--- src/rtl/dispense_pkg.sv ---
// dispense_pkg: phase/drink encodings, recipe duration table and next-phase selector
package dispense_pkg;
  typedef enum logic [2:0] {
    P_IDLE   = 3'd0,
    P_SUGAR  = 3'd1,
    P_WATER  = 3'd2,
    P_COFFEE = 3'd3,
    P_MILK   = 3'd4,
    P_CHOC   = 3'd5,
    P_DONE   = 3'd6
  } phase_t;
  typedef enum logic [1:0] {D_ESPRESSO, D_LATTE, D_MOCHA, D_CHOCOLATE} drink_t;
  // [phase][drink]; the SUGAR row is unused because its duration is the latched sugar level
  localparam logic [3:0] DUR_TBL [8][4] = '{
    '{4'd0, 4'd0, 4'd0, 4'd0},
    '{4'd0, 4'd0, 4'd0, 4'd0},
    '{4'd2, 4'd2, 4'd2, 4'd2},
    '{4'd3, 4'd2, 4'd2, 4'd0},
    '{4'd0, 4'd3, 4'd1, 4'd2},
    '{4'd0, 4'd0, 4'd2, 4'd3},
    '{4'd0, 4'd0, 4'd0, 4'd0},
    '{4'd0, 4'd0, 4'd0, 4'd0}
  };
  function automatic logic [3:0] duration(phase_t p, drink_t d, logic [1:0] s);
    return p == P_SUGAR ? {2'b00, s} : DUR_TBL[p][d];
  endfunction
  function automatic phase_t next_phase(phase_t cur, drink_t d, logic [1:0] s);
    phase_t n;
    n = P_DONE;
    for (int i = 5; i >= 1; i--)
      if (3'(i) > cur && duration(phase_t'(3'(i)), d, s) != 4'd0) n = phase_t'(3'(i));
    return n;
  endfunction
endpackage

--- src/rtl/dispense_sequencer_if.sv ---
// dispense_sequencer_if: request/status/valve bundle between the upstream FSM and the sequencer
interface dispense_sequencer_if;
  import dispense_pkg::*;
  logic start;
  drink_t drink;
  logic [1:0] sugar;
  logic abort;
  logic busy;
  logic done;
  logic aborted;
  logic agua;
  logic cafe;
  logic leche;
  logic chocolate;
  logic azucar;
  phase_t phase;
  logic [3:0] secs;
  modport master(output start, drink, sugar, abort,
                 input busy, done, aborted, agua, cafe, leche, chocolate, azucar, phase, secs);
  modport slave(input start, drink, sugar, abort,
                output busy, done, aborted, agua, cafe, leche, chocolate, azucar, phase, secs);
endinterface

--- src/rtl/tick_prescaler.sv ---
// tick_prescaler: counts 0..TICK_DIV-1 and flags the last count as a one-cycle tick
module tick_prescaler #(
  parameter int TICK_DIV = 50
) (
  input  logic clk,
  input  logic reset,
  input  logic clr,
  output logic tick
);
  localparam int W = $clog2(TICK_DIV);
  logic [W-1:0] cnt;
  assign tick = cnt == W'(TICK_DIV - 1);
  always_ff @(posedge clk or negedge reset)
    if (!reset) cnt <= '0;
    else cnt <= (clr || tick) ? '0 : cnt + 1'b1;
endmodule

--- src/rtl/dispense_sequencer.sv ---
// dispense_sequencer: runs a drink recipe as a timed phase sequence, one valve open at a time
module dispense_sequencer
  import dispense_pkg::*;
#(
  parameter int TICK_DIV  = 50,
  parameter int SUGAR_MAX = 3
) (
  input logic clk,
  input logic reset,
  dispense_sequencer_if.slave bus
);
  phase_t state, state_n;
  drink_t drink_l, drink_n;
  logic [1:0] sugar_l, sugar_n, sugar_in;
  logic [3:0] secs_n;
  logic aborted_n, tick;
  assign sugar_in = bus.sugar > 2'(SUGAR_MAX) ? 2'(SUGAR_MAX) : bus.sugar;
  assign bus.phase = state;
  // idle holds the prescaler at 0, so the first phase starts on a fresh time unit
  tick_prescaler #(.TICK_DIV(TICK_DIV)) u_pre (
    .clk(clk),
    .reset(reset),
    .clr(state == P_IDLE),
    .tick(tick)
  );
  always_comb begin
    state_n = state;
    secs_n = bus.secs;
    drink_n = drink_l;
    sugar_n = sugar_l;
    aborted_n = 1'b0;
    if (state == P_IDLE) begin
      if (bus.start && !bus.abort) begin
        drink_n = bus.drink;
        sugar_n = sugar_in;
        state_n = next_phase(P_IDLE, bus.drink, sugar_in);
        secs_n = duration(state_n, bus.drink, sugar_in);
      end
    end else if (bus.abort) begin
      state_n = P_IDLE;
      secs_n = 4'd0;
      aborted_n = 1'b1;
    end else if (state == P_DONE) begin
      state_n = P_IDLE;
      secs_n = 4'd0;
    end else if (tick) begin
      state_n = bus.secs == 4'd1 ? next_phase(state, drink_l, sugar_l) : state;
      secs_n = bus.secs == 4'd1 ? duration(state_n, drink_l, sugar_l) : bus.secs - 4'd1;
    end
  end
  always_ff @(posedge clk or negedge reset)
    if (!reset) begin
      state <= P_IDLE;
      drink_l <= D_ESPRESSO;
      sugar_l <= 2'd0;
      bus.secs <= 4'd0;
      bus.busy <= 1'b0;
      bus.done <= 1'b0;
      bus.aborted <= 1'b0;
      bus.azucar <= 1'b0;
      bus.agua <= 1'b0;
      bus.cafe <= 1'b0;
      bus.leche <= 1'b0;
      bus.chocolate <= 1'b0;
    end else begin
      state <= state_n;
      drink_l <= drink_n;
      sugar_l <= sugar_n;
      bus.secs <= secs_n;
      bus.busy <= state_n != P_IDLE;
      bus.done <= state_n == P_DONE;
      bus.aborted <= aborted_n;
      bus.azucar <= state_n == P_SUGAR;
      bus.agua <= state_n == P_WATER;
      bus.cafe <= state_n == P_COFFEE;
      bus.leche <= state_n == P_MILK;
      bus.chocolate <= state_n == P_CHOC;
    end
endmodule

--- src/flat_wrapper.sv ---
// flat-port wrapper written by rule: the top's interface ports become plain ports
module dispense_sequencer_flat import dispense_pkg::*;
#(
  parameter int TICK_DIV  = 50,
  parameter int SUGAR_MAX = 3
)
  (clk, reset, bus_start, bus_drink, bus_sugar, bus_abort, bus_busy, bus_done, bus_aborted, bus_agua, bus_cafe, bus_leche, bus_chocolate, bus_azucar, bus_phase, bus_secs);
  dispense_sequencer_if bus_i ();
  input logic clk;
  input logic reset;
  input wire logic [$bits(bus_i.start)-1:0] bus_start;
  input wire logic [$bits(bus_i.drink)-1:0] bus_drink;
  input wire logic [$bits(bus_i.sugar)-1:0] bus_sugar;
  input wire logic [$bits(bus_i.abort)-1:0] bus_abort;
  output wire logic [$bits(bus_i.busy)-1:0] bus_busy;
  output wire logic [$bits(bus_i.done)-1:0] bus_done;
  output wire logic [$bits(bus_i.aborted)-1:0] bus_aborted;
  output wire logic [$bits(bus_i.agua)-1:0] bus_agua;
  output wire logic [$bits(bus_i.cafe)-1:0] bus_cafe;
  output wire logic [$bits(bus_i.leche)-1:0] bus_leche;
  output wire logic [$bits(bus_i.chocolate)-1:0] bus_chocolate;
  output wire logic [$bits(bus_i.azucar)-1:0] bus_azucar;
  output wire logic [$bits(bus_i.phase)-1:0] bus_phase;
  output wire logic [$bits(bus_i.secs)-1:0] bus_secs;
  assign bus_i.start = bus_start;
  assign bus_i.drink = bus_drink;
  assign bus_i.sugar = bus_sugar;
  assign bus_i.abort = bus_abort;
  assign bus_busy = bus_i.busy;
  assign bus_done = bus_i.done;
  assign bus_aborted = bus_i.aborted;
  assign bus_agua = bus_i.agua;
  assign bus_cafe = bus_i.cafe;
  assign bus_leche = bus_i.leche;
  assign bus_chocolate = bus_i.chocolate;
  assign bus_azucar = bus_i.azucar;
  assign bus_phase = bus_i.phase;
  assign bus_secs = bus_i.secs;
  dispense_sequencer #(.TICK_DIV(TICK_DIV), .SUGAR_MAX(SUGAR_MAX)) u_core (.clk(clk), .reset(reset), .bus(bus_i));
endmodule
--- config.mk ---
export PLATFORM = sky130hd
export DESIGN_NAME = dispense_sequencer_flat
export DESIGN_NICKNAME = d
export VERILOG_FILES = /design/src/rtl/dispense_pkg.sv /design/src/rtl/dispense_sequencer_if.sv /design/src/rtl/tick_prescaler.sv /design/src/rtl/dispense_sequencer.sv /design/src/flat_wrapper.sv
export SDC_FILE = /design/constraint.sdc
export NUM_CORES = 1
export LEC_CHECK = 0
export BUFFER_PORTS_ARGS = -buffer_cell sky130_fd_sc_hd__buf_2
export CAP_MARGIN = 25
export CORE_ASPECT_RATIO = 0.9
export CORE_MARGIN = 2
export CORE_UTILIZATION = 44
export CTS_CLUSTER_DIAMETER = 100
export CTS_CLUSTER_SIZE = 12
export DETAILED_ROUTE_END_ITERATION = 12
export RECOVER_POWER = 25
export SLEW_MARGIN = 30
export SYNTH_ARGS = -nofsm -noshare
export SYNTH_HDL_FRONTEND = slang
export SYNTH_SLANG_ARGS = --single-unit
--- constraint.sdc ---
create_clock -name clk -period 5.03 [get_ports clk]
set_input_delay 0.2515 -clock clk [delete_from_list [all_inputs] [get_ports clk]]
set_output_delay 0.2515 -clock clk [all_outputs]
set_load 0.01 [all_outputs]
==> results of run 1 <==
-- state kept, by name, indices dropped and copies added (netlist names), 2 cells and up --
| name | count |
|---|---|
| u_core.drink_l | 2 |
| u_core.sugar_l | 2 |
| u_core.bus.phase | 3 |
| u_core.bus.secs | 4 |
| u_core.u_pre.cnt | 6 |
-- final cells by class --
class	instances	area, um2	area share, %
clock buffers	3	22.5	1.43
flip-flops and latches	25	626	39.6
well taps	42	52.6	3.33
multi-input cells	114	726	46.0
repair buffers	23	119	7.53
inverters	7	26.3	1.66
clock inverters	1	7.51	0.475
-- layer usage --
metal,vias up,global-route usage (%),part of all wire [%],wire length (um)
li1,589,-,-,-
met1,559,25.4,46,1440
met5,-,0,0,0
met2,49,30.5,44,1380
met3,2,3.69,8.6,267
met4,0,3.73,0.71,22
-- worst register-to-register path, cell delays in order, from the launching register on --
cell and delay, ns:
dfrtp_1 0.44, inv_1 0.10, ha_1 0.15, nor3b_1 0.54, o221a_2 0.37, nor2_2 0.09, a31oi_4 0.26, inv_2 0.09
or3_1 0.30
-- path summary, 6_finish.rpt --
kind	to	slack (ns)	depth (start not counted)
setup / recovery	u_core.bus.busy	2.58	8
hold / removal	u_core.drink_l[0]	0.15	2
setup reg to reg	u_core.bus.busy	2.58	8
hold reg to reg	u_core.u_pre.cnt[0]	0.51	1
max in group asynchronous	u_core.sugar_l[1]	3.51	2
min in group asynchronous	u_core.bus.leche	0.73	2
-- stage by stage --
| stage | instance area, um2 | power [uW] | setup slack (ns) | hold WS, ns |
|---|---|---|---|---|
| final | 1580 | 435 | 2.58 | 0.149 |
| after global routing | 1580 | 464 | 2.41 | 0.136 |
| after CTS | 1580 | 438 | 2.63 | 0.141 |
| after detailed placement | 1540 | 343 | 2.64 | 0.278 |
| after global placement | 1540 | 342 | 2.68 | 0.268 |
| after floorplan | 1420 | 313 | 2.90 | -0.0441 |
-- report_power, final --
part           internal (uW)  switching [uW]
combinational           40.0            64.8
sequential               215            20.3
clock                   30.4            63.8
total                    286             149
-- Yosys cell counts --
library cell / n
a21oi_1: 6
o21ai_0: 11
or3b_1: 1
buf_6: 1
dfrtp_1: 25
o21ai_1: 1
o2bb2ai_1: 1
ha_1: 4
nor2b_1: 3
a31o_2: 1
xor2_1: 2
nor3b_1: 1
nand4_1: 4
inv_1: 6
a31oi_4: 1
o31ai_4: 1
nand3_1: 4
nand3b_1: 1
or3_1: 3
inv_2: 1
nand2_1: 8
mux2_2: 3
nor2_1: 26
o22ai_1: 3
o22a_1: 1
a2111oi_0: 1
a211o_1: 1
o31ai_1: 1
o211ai_1: 1
buf_2: 3
and4_1: 1
a211oi_1: 1
o211ai_2: 1
nor2_2: 1
xnor2_1: 2
a22oi_1: 2
clkbuf_1: 2
nor3_1: 9
nor3_4: 1
o221a_2: 1
a31oi_1: 2
buf_4: 1
mux2i_1: 2
and3_2: 1
-- kinds of logic (layout without fill, tap and decap cells) --
group	Yosys count	after routing	share of synthesized area, %
AOI/OAI and AO/OA	37	37	19.0
xor gates and xnor gates	4	4	2.47
adders and majority gates	4	4	3.53
buffers and inverters	14	34	4.76
DFF	25	25	44.1
muxes	5	5	3.79
and+or+nand+nor	64	64	22.4
==> summary.txt, run 1 <==
Clock tree
  – # Post-CTS Setup Buffers: 0
  – Post-CTS resize count: 0
  – Longest Clk Path Bufs: 2
  – CTS hold repair buffers: 1
  – Htree depth: 1
  – Clock-pin slew of the registers on the worst-case setup and hold paths: 0.15 ns
  – Clock root cell: clkbuf_4
  – Clk sink count: 25
  – TritonCTS Buffers: 3
  – TritonCTS clock tree: built
  – Latest clock arrival within the worst-skew pair: 0.33 ns

Final layout
  – Fillcell total: 294
  – Layout Area Growth over Synthesis: 11.3%
  – Antenna fix cells: 0
  – Final core utilization: 51.5%
  – Commonest non-fill, non-tap cell in the layout: nor2_1
  – Layout Cells excl Fill: 215
  – Most frequent cells in the layout: nor2_1 (26), dfrtp_1 (25), buf_2 (21), o21ai_0 (11), nor3_1 (9)
  – Share of cells above drive strength 1: 21.4%
  – Final #Nets: 186

Status
  – Outcome: finished, final reports clean

Synth
  – Gate Count Post-Synth: 153
  – Netlist cell types: 44
  – Yosys warning count: 0
  – Synth top area share: 44.1%
  – Synth Net Count: 165
  – Synth area leaders: dfrtp_1 (44%), nor2_1 (6.9%), o21ai_0 (3.9%)
  – Syn Area/Cell: 9.27 um2
  – Post-Syn Area: 1420 um2
  – Post-synth top area cell: dfrtp_1
  – Register area share after synthesis: 44.1%
  – #FFs+latches synth: 25

Worst setup path
  – Worst Path Required: 5.26 ns
  – Bufs and invs on worst path: 2
  – Worst r2r src: u_core.bus.secs[1]
  – Delay of the slowest cell on the worst path: 0.54 ns
  – CP max-delay cell: nor3b_1
  – CP arrival: 2.67 ns
  – CP endpoint kind: register
  – Critical path class: reg -> reg
  – Worst-path fanout max: 5
  – Crit-path leading delay family: simple AND/OR/NAND/NOR gates
  – Worst setup path startpoint: u_core.bus.secs[1]
  – Crit path launch type: register
  – Cells along the critical path: inv_1 -> ha_1 -> nor3b_1 -> o221a_2 -> nor2_2 -> a31oi_4 -> inv_2 -> or3_1

Drt
  – Drt initial violations: 60
  – Via count: 1199
  – DR WL/cell: 14.5 um
  – Routed Antenna Nets: 0
  – DRC violations left: 0
  – WL final: 3110 um
  – First drt pass iteration count: 4
  – Vias per cell: 5.58

Power and ir drop
  – VDD IR max: 160 uV
  – Leakage power: 0.000730 uW
  – Cell Pwr Density: 275 nW/um2

Flow run
  – Max cap viols: 0

Floorplan
  – Core area: 3070 um2
  – Row cnt: 19
  – Io pins: 23
  – Die X: 63.9 um
  – Die height: 57.9 um
  – Initial Util: 46.3%
  – Die area: 3700 um2

STA
  – Final setup vio count: 0
  – Relative slew slack: 10.1%
  – Setup Total Neg Slack: 0 ns
  – Worst Max-Slew Pin Slew: 1.35 ns
  – Post-Route Skew: 0.00737 ns
  – Slew Limit Fails: 0
  – Final period utilization: 48.6%
  – Achievable frequency: 409 MHz
  – Final Hold Vio Count: 0
  – Unrepaired setup endpoints after global routing: false
  – Min Tclk post-route: 2.45 ns

Placement
  – Port buffer count: 22
  – Hpwl dp: 2320 um
  – Placer Congestion: 0.958
  – DP Cell Count: 210

Global routing
  – First-pass GRT wire length: 5260 um
  – Initial antenna violation count: 0
  – Largest net degree at the start of global routing: 26
  – Gr ovfl total: 0
  – Global-route usage over all layers: 18.4%
  – Vias in the first global route: 1112

Hold path
  – Hold Crit Start: bus_drink[0]
  – Hold/Removal Path Class: in -> reg
(Power assumes the default switching activity.)
==> inputs of run 2 (changes only) <==
--- a/config.mk
+++ b/config.mk
@@ -13,6 +13,7 @@
 export CTS_CLUSTER_DIAMETER = 100
 export CTS_CLUSTER_SIZE = 12
 export DETAILED_ROUTE_END_ITERATION = 12
+export PLACE_DENSITY = 0.67
 export RECOVER_POWER = 25
 export SLEW_MARGIN = 30
 export SYNTH_ARGS = -nofsm -noshare
==> constraint.sdc (replaced) <==
create_clock -name clk -period 1.96 [get_ports clk]
set_input_delay 0.098 -clock clk [delete_from_list [all_inputs] [get_ports clk]]
set_output_delay 0.098 -clock clk [all_outputs]
set_load 0.01 [all_outputs]
==> run 2 against run 1 <==
  * The flow now finishes with violations (setup timing)
  * Maximum frequency increased by 21%
  * Final cell count increased by 14%
  * Critical path depth increased by 1
  * Worst hold slack got worse by 0.072 ns
  * Non-clock buffer count increased by 30
  * Routed wire length increased by 12%
  * First-iteration DRC count increased by 48%
  * Final area increased by 22%
  * Combinational power increased to 4.1 times the previous value
  * Largest cell class unchanged
  * Highest routed layer unchanged
==> summary.txt, run 2 (same netlist as run 1, synthesis figures left out) <==
Status
  – Outcome: finished, violations left
  – Failing checks: setup timing

Placement
  – Hpwl dp: 2620 um (+13%)
  – Dpl cell area: 1710 um2 (+11%)
  – DP Cell Count: 232 (+10%)
  – Placer Congestion: 1.02 (+6.1%)
  – Port buffer count: 22 (unchanged)

Final layout
  – Final #Nets: 216 (+16%)
  – Reg with most FFs: u_core.u_pre.cnt
  – Layout Cells excl Fill: 245 (+14%)
  – Commonest non-fill, non-tap cell in the layout: buf_4
  – Layout Area Growth over Synthesis: 35.4%
  – Antenna fix cells: 0 (unchanged)
  – Share of cells above drive strength 1: 40.9% (+19 points)
  – Max reg flops: 6 (unchanged)
  – Most frequent cells in the layout: buf_4 (27), dfrtp_1 (25), nor2_1 (24), buf_2 (21), o21ai_0 (10)
  – Fillcell total: 247 (-16%)
  – Post-route cell area: 1920 um2 (+22%)

Drt
  – Drt initial violations: 89 (+48%)
  – WL final: 3490 um (+12%)
  – DR WL/cell: 14.3 um (-1.4%)
  – First drt pass iteration count: 4 (unchanged)
  – Via count: 1320 (+10%)
  – DRC violations left: 0 (unchanged)
  – Routed Antenna Nets: 0 (unchanged)
  – Vias per cell: 5.39 (-3.4%)

STA
  – Final period utilization: 103% (+55 points)
  – Fin worst setup slack: -0.0648 ns (-2.65 ns)
  – Setup Total Neg Slack: -0.179 ns (-0.179 ns)
  – Final setup vio count: 5 (+5)
  – Achievable frequency: 494 MHz (+21%)
  – Min Tclk post-route: 2.02 ns (-0.420 ns)
  – Worst Max-Slew Pin Slew: 1.30 ns (-0.0477 ns)
  – Slew Limit Fails: 0 (unchanged)
  – Unrepaired setup endpoints after global routing: true
  – Post-Route Skew: 0.0169 ns (+0.00955 ns)
  – Final Hold Vio Count: 0 (unchanged)
  – Relative slew slack: 13.2% (+3.2 points)

Global routing
  – Largest net degree at the start of global routing: 26 (unchanged)
  – Initial antenna violation count: 0 (unchanged)
  – First-pass GRT wire length: 5840 um (+11%)
  – Gr ovfl total: 0 (unchanged)
  – Vias in the first global route: 1279 (+15%)
  – Global-route usage over all layers: 20.2% (+1.7 points)

Clock tree
  – Clk sink count: 25 (unchanged)
  – Longest Clk Path Bufs: 2 (unchanged)
  – TritonCTS Buffers: 3 (unchanged)
  – Clock root cell: clkbuf_4
  – Htree depth: 1 (unchanged)
  – Latest clock arrival within the worst-skew pair: 0.33 ns (about the same)
  – TritonCTS clock tree: built
  – Clock-pin slew of the registers on the worst-case setup and hold paths: 0.15 ns (about the same)

Power and ir drop
  – Cell Pwr Density: 659 nW/um2 (+140%)
  – Leakage power: 0.000891 uW (+22%)
  – VDD IR max: 486 uV (+200%)
  – Sequential power share: 46.6% (-7.6 points)
  – Power Total: 1270 uW (+190%)
  – Combinational share of power: 34.3% (+10 points)
  – Switching share of power: 34.2% (-0.093 points)
  – Power Internal: 833 uW (+190%)
  – Clock power frac: 19.1% (-2.6 points)
  – Psw: 432 uW (+190%)

Floorplan
  – Io pins: 23 (unchanged)
  – Row cnt: 19 (unchanged)
  – Core area: 3070 um2 (unchanged)
  – Die X: 63.9 um (unchanged)
  – Die height: 57.9 um (unchanged)
  – Initial Util: 46.3% (unchanged)
  – Die area: 3700 um2 (unchanged)

Worst setup path
  – Cells along the critical path: buf_4 -> nor2b_2 -> buf_4 -> nor3_2 -> nor2_1 -> buf_4 -> a31oi_4 -> inv_2 -> or3_1
  – Crit-path leading delay family: simple AND/OR/NAND/NOR gates
  – CP endpoint kind: register
  – WP depth: 9 (+1)
  – CP dominant cell by count: buf_4
  – Bufs and invs on worst path: 4 (+2)
  – CP arrival: 2.26 ns (-0.41 ns)
  – Worst-path fanout max: 4 (-1)
  – CP max-delay cell: dfrtp_1
  – R2R depth: 9 (+1)
  – Worst Path Required: 2.19 ns (-3.07 ns)
  – Critical path class: reg -> reg
  – Delay of the slowest cell on the worst path: 0.42 ns (-0.12 ns)
  – Crit path launch type: register

Flow run
  – Max cap viols: 0 (unchanged)

Hold path
  – Hold/Removal Path Class: in -> reg
  – Hold path cells: 3 (+1)
==> run 2: changes by cell type in the layout (fill, tap and decap cells not counted), sizes merged <==
| cell | before | now |
|---|---|---|
| dlygate4sd3 | 1 | 3 |
| buf | 21 | 49 |
==> run 2: path summary, 6_finish.rpt <==
kind	startpoint	end	slack, ns
max	u_core.bus.phase[1]	u_core.bus.busy	-0.06
min	bus_abort	u_core.bus.aborted	0.08
max in group asynchronous	reset	u_core.drink_l[1]	0.62
min in group asynchronous	reset	u_core.bus.phase[0]	0.56
max reg2reg	u_core.bus.phase[1]	u_core.bus.busy	-0.06
min reg2reg	u_core.u_pre.cnt[0]	u_core.u_pre.cnt[0]	0.52
==> run 2: cell type report <==
class                      instances  area, um2  area share, %
tap                               42       52.6           2.74
clock inverter                     1       7.51          0.391
multi-input combinational        114        833           43.4
clock buffer                       3       22.5           1.17
inverter                           7       26.3           1.37
sequential                        25        626           32.6
timing repair buffer              53        353           18.4
==> run 2: power by group through the flow <==
stage / clock network, uW / registers, uW / logic, uW
floorplan: 0 / 596 / 207
global placement: 0 / 591 / 349
detailed placement: 0 / 594 / 352
CTS: 250 / 583 / 374
global route: 274 / 595 / 475
finish: 242 / 590 / 434
==> run 2: worst register-to-register path, stage by stage (launching register included) <==
cell and delay, ns:
dfrtp_1 0.42, buf_4 0.15, nor2b_2 0.18, buf_4 0.15, nor3_2 0.17, nor2_1 0.10
buf_4 0.16, a31oi_4 0.21, inv_2 0.08, or3_1 0.31
==> run 2: what timing repair did <==
item                       in CTS  in global routing
hold buffers                    3                  0
cloned                          0                  0
hold endpoints to repair       27                  0
setup buffers                   5                  1
pin swaps                       4                  8
setup endpoints to repair       9                  9
resized for setup               3                 22
==> run 2: layer usage <==
| layer | track usage, % | vias to the layer above | wire, um |
|---|---|---|---|
| met5 | 0 | - | 0 |
| met3 | 4.27 | 4 | 187 |
| met4 | 3.73 | 0 | 27 |
| li1 | - | 652 | - |
| met1 | 27.1 | 625 | 1600 |
| met2 | 34.1 | 39 | 1680 |
==> run 2: through the flow <==
step / setup WS, ns / hold slack, ns / util [%]
2_1_floorplan: -0.169 / -0.198 / -
3_3_place_gp: -0.153 / 0.101 / 55.8
3_5_place_dp: -0.154 / 0.116 / 55.8
4_1_cts: -0.0734 / 0.0636 / 59.2
5_1_grt: -0.172 / 0.0689 / 62.6
6_report: -0.0648 / 0.0764 / 62.6
==> inputs of run 3 (changes only) <==
--- a/config.mk
+++ b/config.mk
@@ -10,7 +10,6 @@
 export CORE_ASPECT_RATIO = 0.9
 export CORE_MARGIN = 2
 export CORE_UTILIZATION = 44
-export CTS_CLUSTER_DIAMETER = 100
 export CTS_CLUSTER_SIZE = 12
 export DETAILED_ROUTE_END_ITERATION = 12
 export PLACE_DENSITY = 0.67
==> constraint.sdc (replaced) <==
create_clock -name clk -period 1.96 [get_ports clk]
set_input_delay 0.49 -clock clk [delete_from_list [all_inputs] [get_ports clk]]
set_output_delay 0.49 -clock clk [all_outputs]
set_load 0.01 [all_outputs]
==> run 3 against run 2 <==
  * The run still ends with setup timing left
  * Critical path type unchanged
  * Clock-buffer cell count stayed put
  * Maximum frequency hardly changed
  * Core utilization is 0.98 points lower
  * Power is 0.49% lower
==> summary.txt, run 3 (same netlist as run 1, synthesis figures left out) <==
Status
  – Outcome: finished, violations left
  – Failing checks: setup timing

Global routing
  – Largest net degree at the start of global routing: 26 (unchanged)
  – First-pass GRT wire length: 5780 um (-0.94%)
  – Vias in the first global route: 1255 (-1.9%)
  – Gr ovfl total: 0 (unchanged)
  – Global-route usage over all layers: 20.0% (-0.17 points)
  – Initial antenna violation count: 0 (unchanged)

Drt
  – Vias per cell: 5.41 (+0.47%)
  – WL final: 3470 um (-0.66%)
  – Routed Antenna Nets: 0 (unchanged)
  – DR WL/cell: 14.3 um (+0.57%)
  – First drt pass iteration count: 4 (unchanged)
  – DRC violations left: 0 (unchanged)
  – Via count: 1310 (-0.76%)
  – Drt initial violations: 82 (-7.9%)

Worst setup path
  – Delay of the slowest cell on the worst path: 0.42 ns (about the same)
  – Crit-path leading delay family: simple AND/OR/NAND/NOR gates
  – Reg-to-reg slack, setup: -0.06 ns (about the same)
  – Worst-path fanout max: 4 (unchanged)
  – Crit path launch type: register
  – CP arrival: 2.25 ns (about the same)
  – Critical R2R Capture: u_core.bus.busy
  – CP max-delay cell: dfrtp_1
  – Worst Path Required: 2.19 ns (about the same)
  – Critical path class: reg -> reg
  – R2R depth: 9 (unchanged)
  – CP dominant cell by count: buf_4
  – Cells along the critical path: buf_4 -> nor2b_2 -> buf_4 -> nor3_2 -> nor2_1 -> buf_4 -> a31oi_4 -> inv_2 -> or3_1
  – Worst r2r src: u_core.bus.phase[1]
  – Bufs and invs on worst path: 4 (unchanged)
  – CP endpoint kind: register

Floorplan
  – Die height: 57.9 um (unchanged)
  – Core area: 3070 um2 (unchanged)
  – Row cnt: 19 (unchanged)
  – Io pins: 23 (unchanged)
  – Die X: 63.9 um (unchanged)
  – Initial Util: 46.3% (unchanged)
  – Die area: 3700 um2 (unchanged)

Power and ir drop
  – Cell Pwr Density: 666 nW/um2 (+1.1%)
  – VDD IR max: 486 uV (about the same)
  – Leakage power: 0.000879 uW (-1.4%)

Flow run
  – Max cap viols: 0 (unchanged)

Clock tree
  – CTS hold repair buffers: 0 (-3)
  – Htree depth: 1 (unchanged)
  – Latest clock arrival within the worst-skew pair: 0.33 ns (about the same)
  – Clk sink count: 25 (unchanged)
  – Clock-pin slew of the registers on the worst-case setup and hold paths: 0.15 ns (about the same)
  – TritonCTS Buffers: 3 (unchanged)
  – Clock root cell: clkbuf_4
  – Longest Clk Path Bufs: 2 (unchanged)
  – TritonCTS clock tree: built

Placement
  – Hpwl dp: 2620 um (unchanged)
  – Port buffer count: 22 (unchanged)
  – Placer Congestion: 1.02 (unchanged)
  – Setup WS pre-CTS: -0.154 ns (unchanged)

Final layout
  – Final core utilization: 61.6% (-0.98 points)
  – Share of cells above drive strength 1: 41.5% (+0.61 points)
  – FF+latch area: 626 um2 (unchanged)
  – Layout Area Growth over Synthesis: 33.2%
  – Antenna fix cells: 0 (unchanged)
  – Reg with most FFs: u_core.u_pre.cnt
  – Max reg flops: 6 (unchanged)
  – Final #Nets: 213 (-1.4%)
  – Commonest non-fill, non-tap cell in the layout: buf_4
  – Fillcell total: 251 (+1.6%)
  – Area taken by multi-input logic gates: 833 um2 (unchanged)
  – Most frequent cells in the layout: buf_4 (27), dfrtp_1 (25), nor2_1 (24), buf_2 (21), o21ai_0 (10)

STA
  – Hold slack: 0.395 ns (+0.319 ns)
  – Min Tclk post-route: 2.02 ns (-0.00109 ns)
  – Unrepaired setup endpoints after global routing: true
  – Final Hold Vio Count: 0 (unchanged)
  – Setup Total Neg Slack: -0.166 ns (+0.0124 ns)
  – Slew Limit Fails: 0 (unchanged)
  – Achievable frequency: 494 MHz (about the same)
  – Worst Max-Slew Pin Slew: 1.29 ns (-0.00881 ns)
  – Fin worst setup slack: -0.0637 ns (+0.00109 ns)
  – Relative slew slack: 13.8% (+0.59 points)
  – Final setup vio count: 5 (unchanged)
  – Final period utilization: 103% (about the same)
  – Post-Route Skew: 0.0168 ns (-0.000146 ns)

Hold path
  – Hold/Removal Path Class: in -> async
run 3: worst max path at each step:
stage / to / slack, ns / cells past startpoint / from
2_1_floorplan: u_core.bus.chocolate / -0.17 / 9 / u_core.bus.secs[1]
3_3_place_gp: u_core.bus.secs[0] / -0.15 / 6 / u_core.bus.phase[2]
3_5_place_dp: u_core.bus.secs[0] / -0.15 / 8 / u_core.bus.secs[1]
4_1_cts: u_core.bus.secs[0] / -0.07 / 8 / u_core.bus.secs[1]
5_1_grt: u_core.bus.busy / -0.17 / 9 / u_core.bus.phase[1]
6_report: u_core.bus.busy / -0.06 / 9 / u_core.bus.phase[1]
run 3: report_power, final:
part	total, uW	internal [uW]	switching (uW)
combinational	429	198	230
clock	241	78.1	163
sequential	590	553	37.1
total	1260	829	430
run 3: cell type report:
cell class | count | area share (%)
sequential | 25 | 33.1
clock buffer | 3 | 1.19
multi-input combinational | 114 | 44.1
timing repair buffer | 50 | 17.1
inverter | 7 | 1.39
tap | 42 | 2.78
clock inverter | 1 | 0.397
run 3: stage by stage:
stage	instance area (um2)	power (uW)	std cells
after floorplan	1420	803	153
after global placement	1710	941	232
after detailed placement	1710	946	232
after CTS	1780	1200	241
after global routing	1890	1340	242
final	1890	1260	242
run 3: timing repair:
item | CTS | global route
setup endpoints to repair | 9 | 9
setup buffers | 5 | 1
resized for setup | 3 | 22
pin swaps | 4 | 8
cloned | 0 | 0
run 3: worst register-to-register path, cell delays in order (launching register included):
cell     delay, ns
dfrtp_1       0.42
buf_4         0.15
nor2b_2       0.18
buf_4         0.15
nor3_2        0.17
nor2_1        0.10
buf_4         0.16
a31oi_4       0.21
inv_2         0.08
or3_1         0.31
run 3: layer usage:
metal	GRT usage, %	part of all wire [%]
met5	0	0
met4	3.73	0.61
met3	4.27	6.3
met2	33.6	48
met1	27.0	45
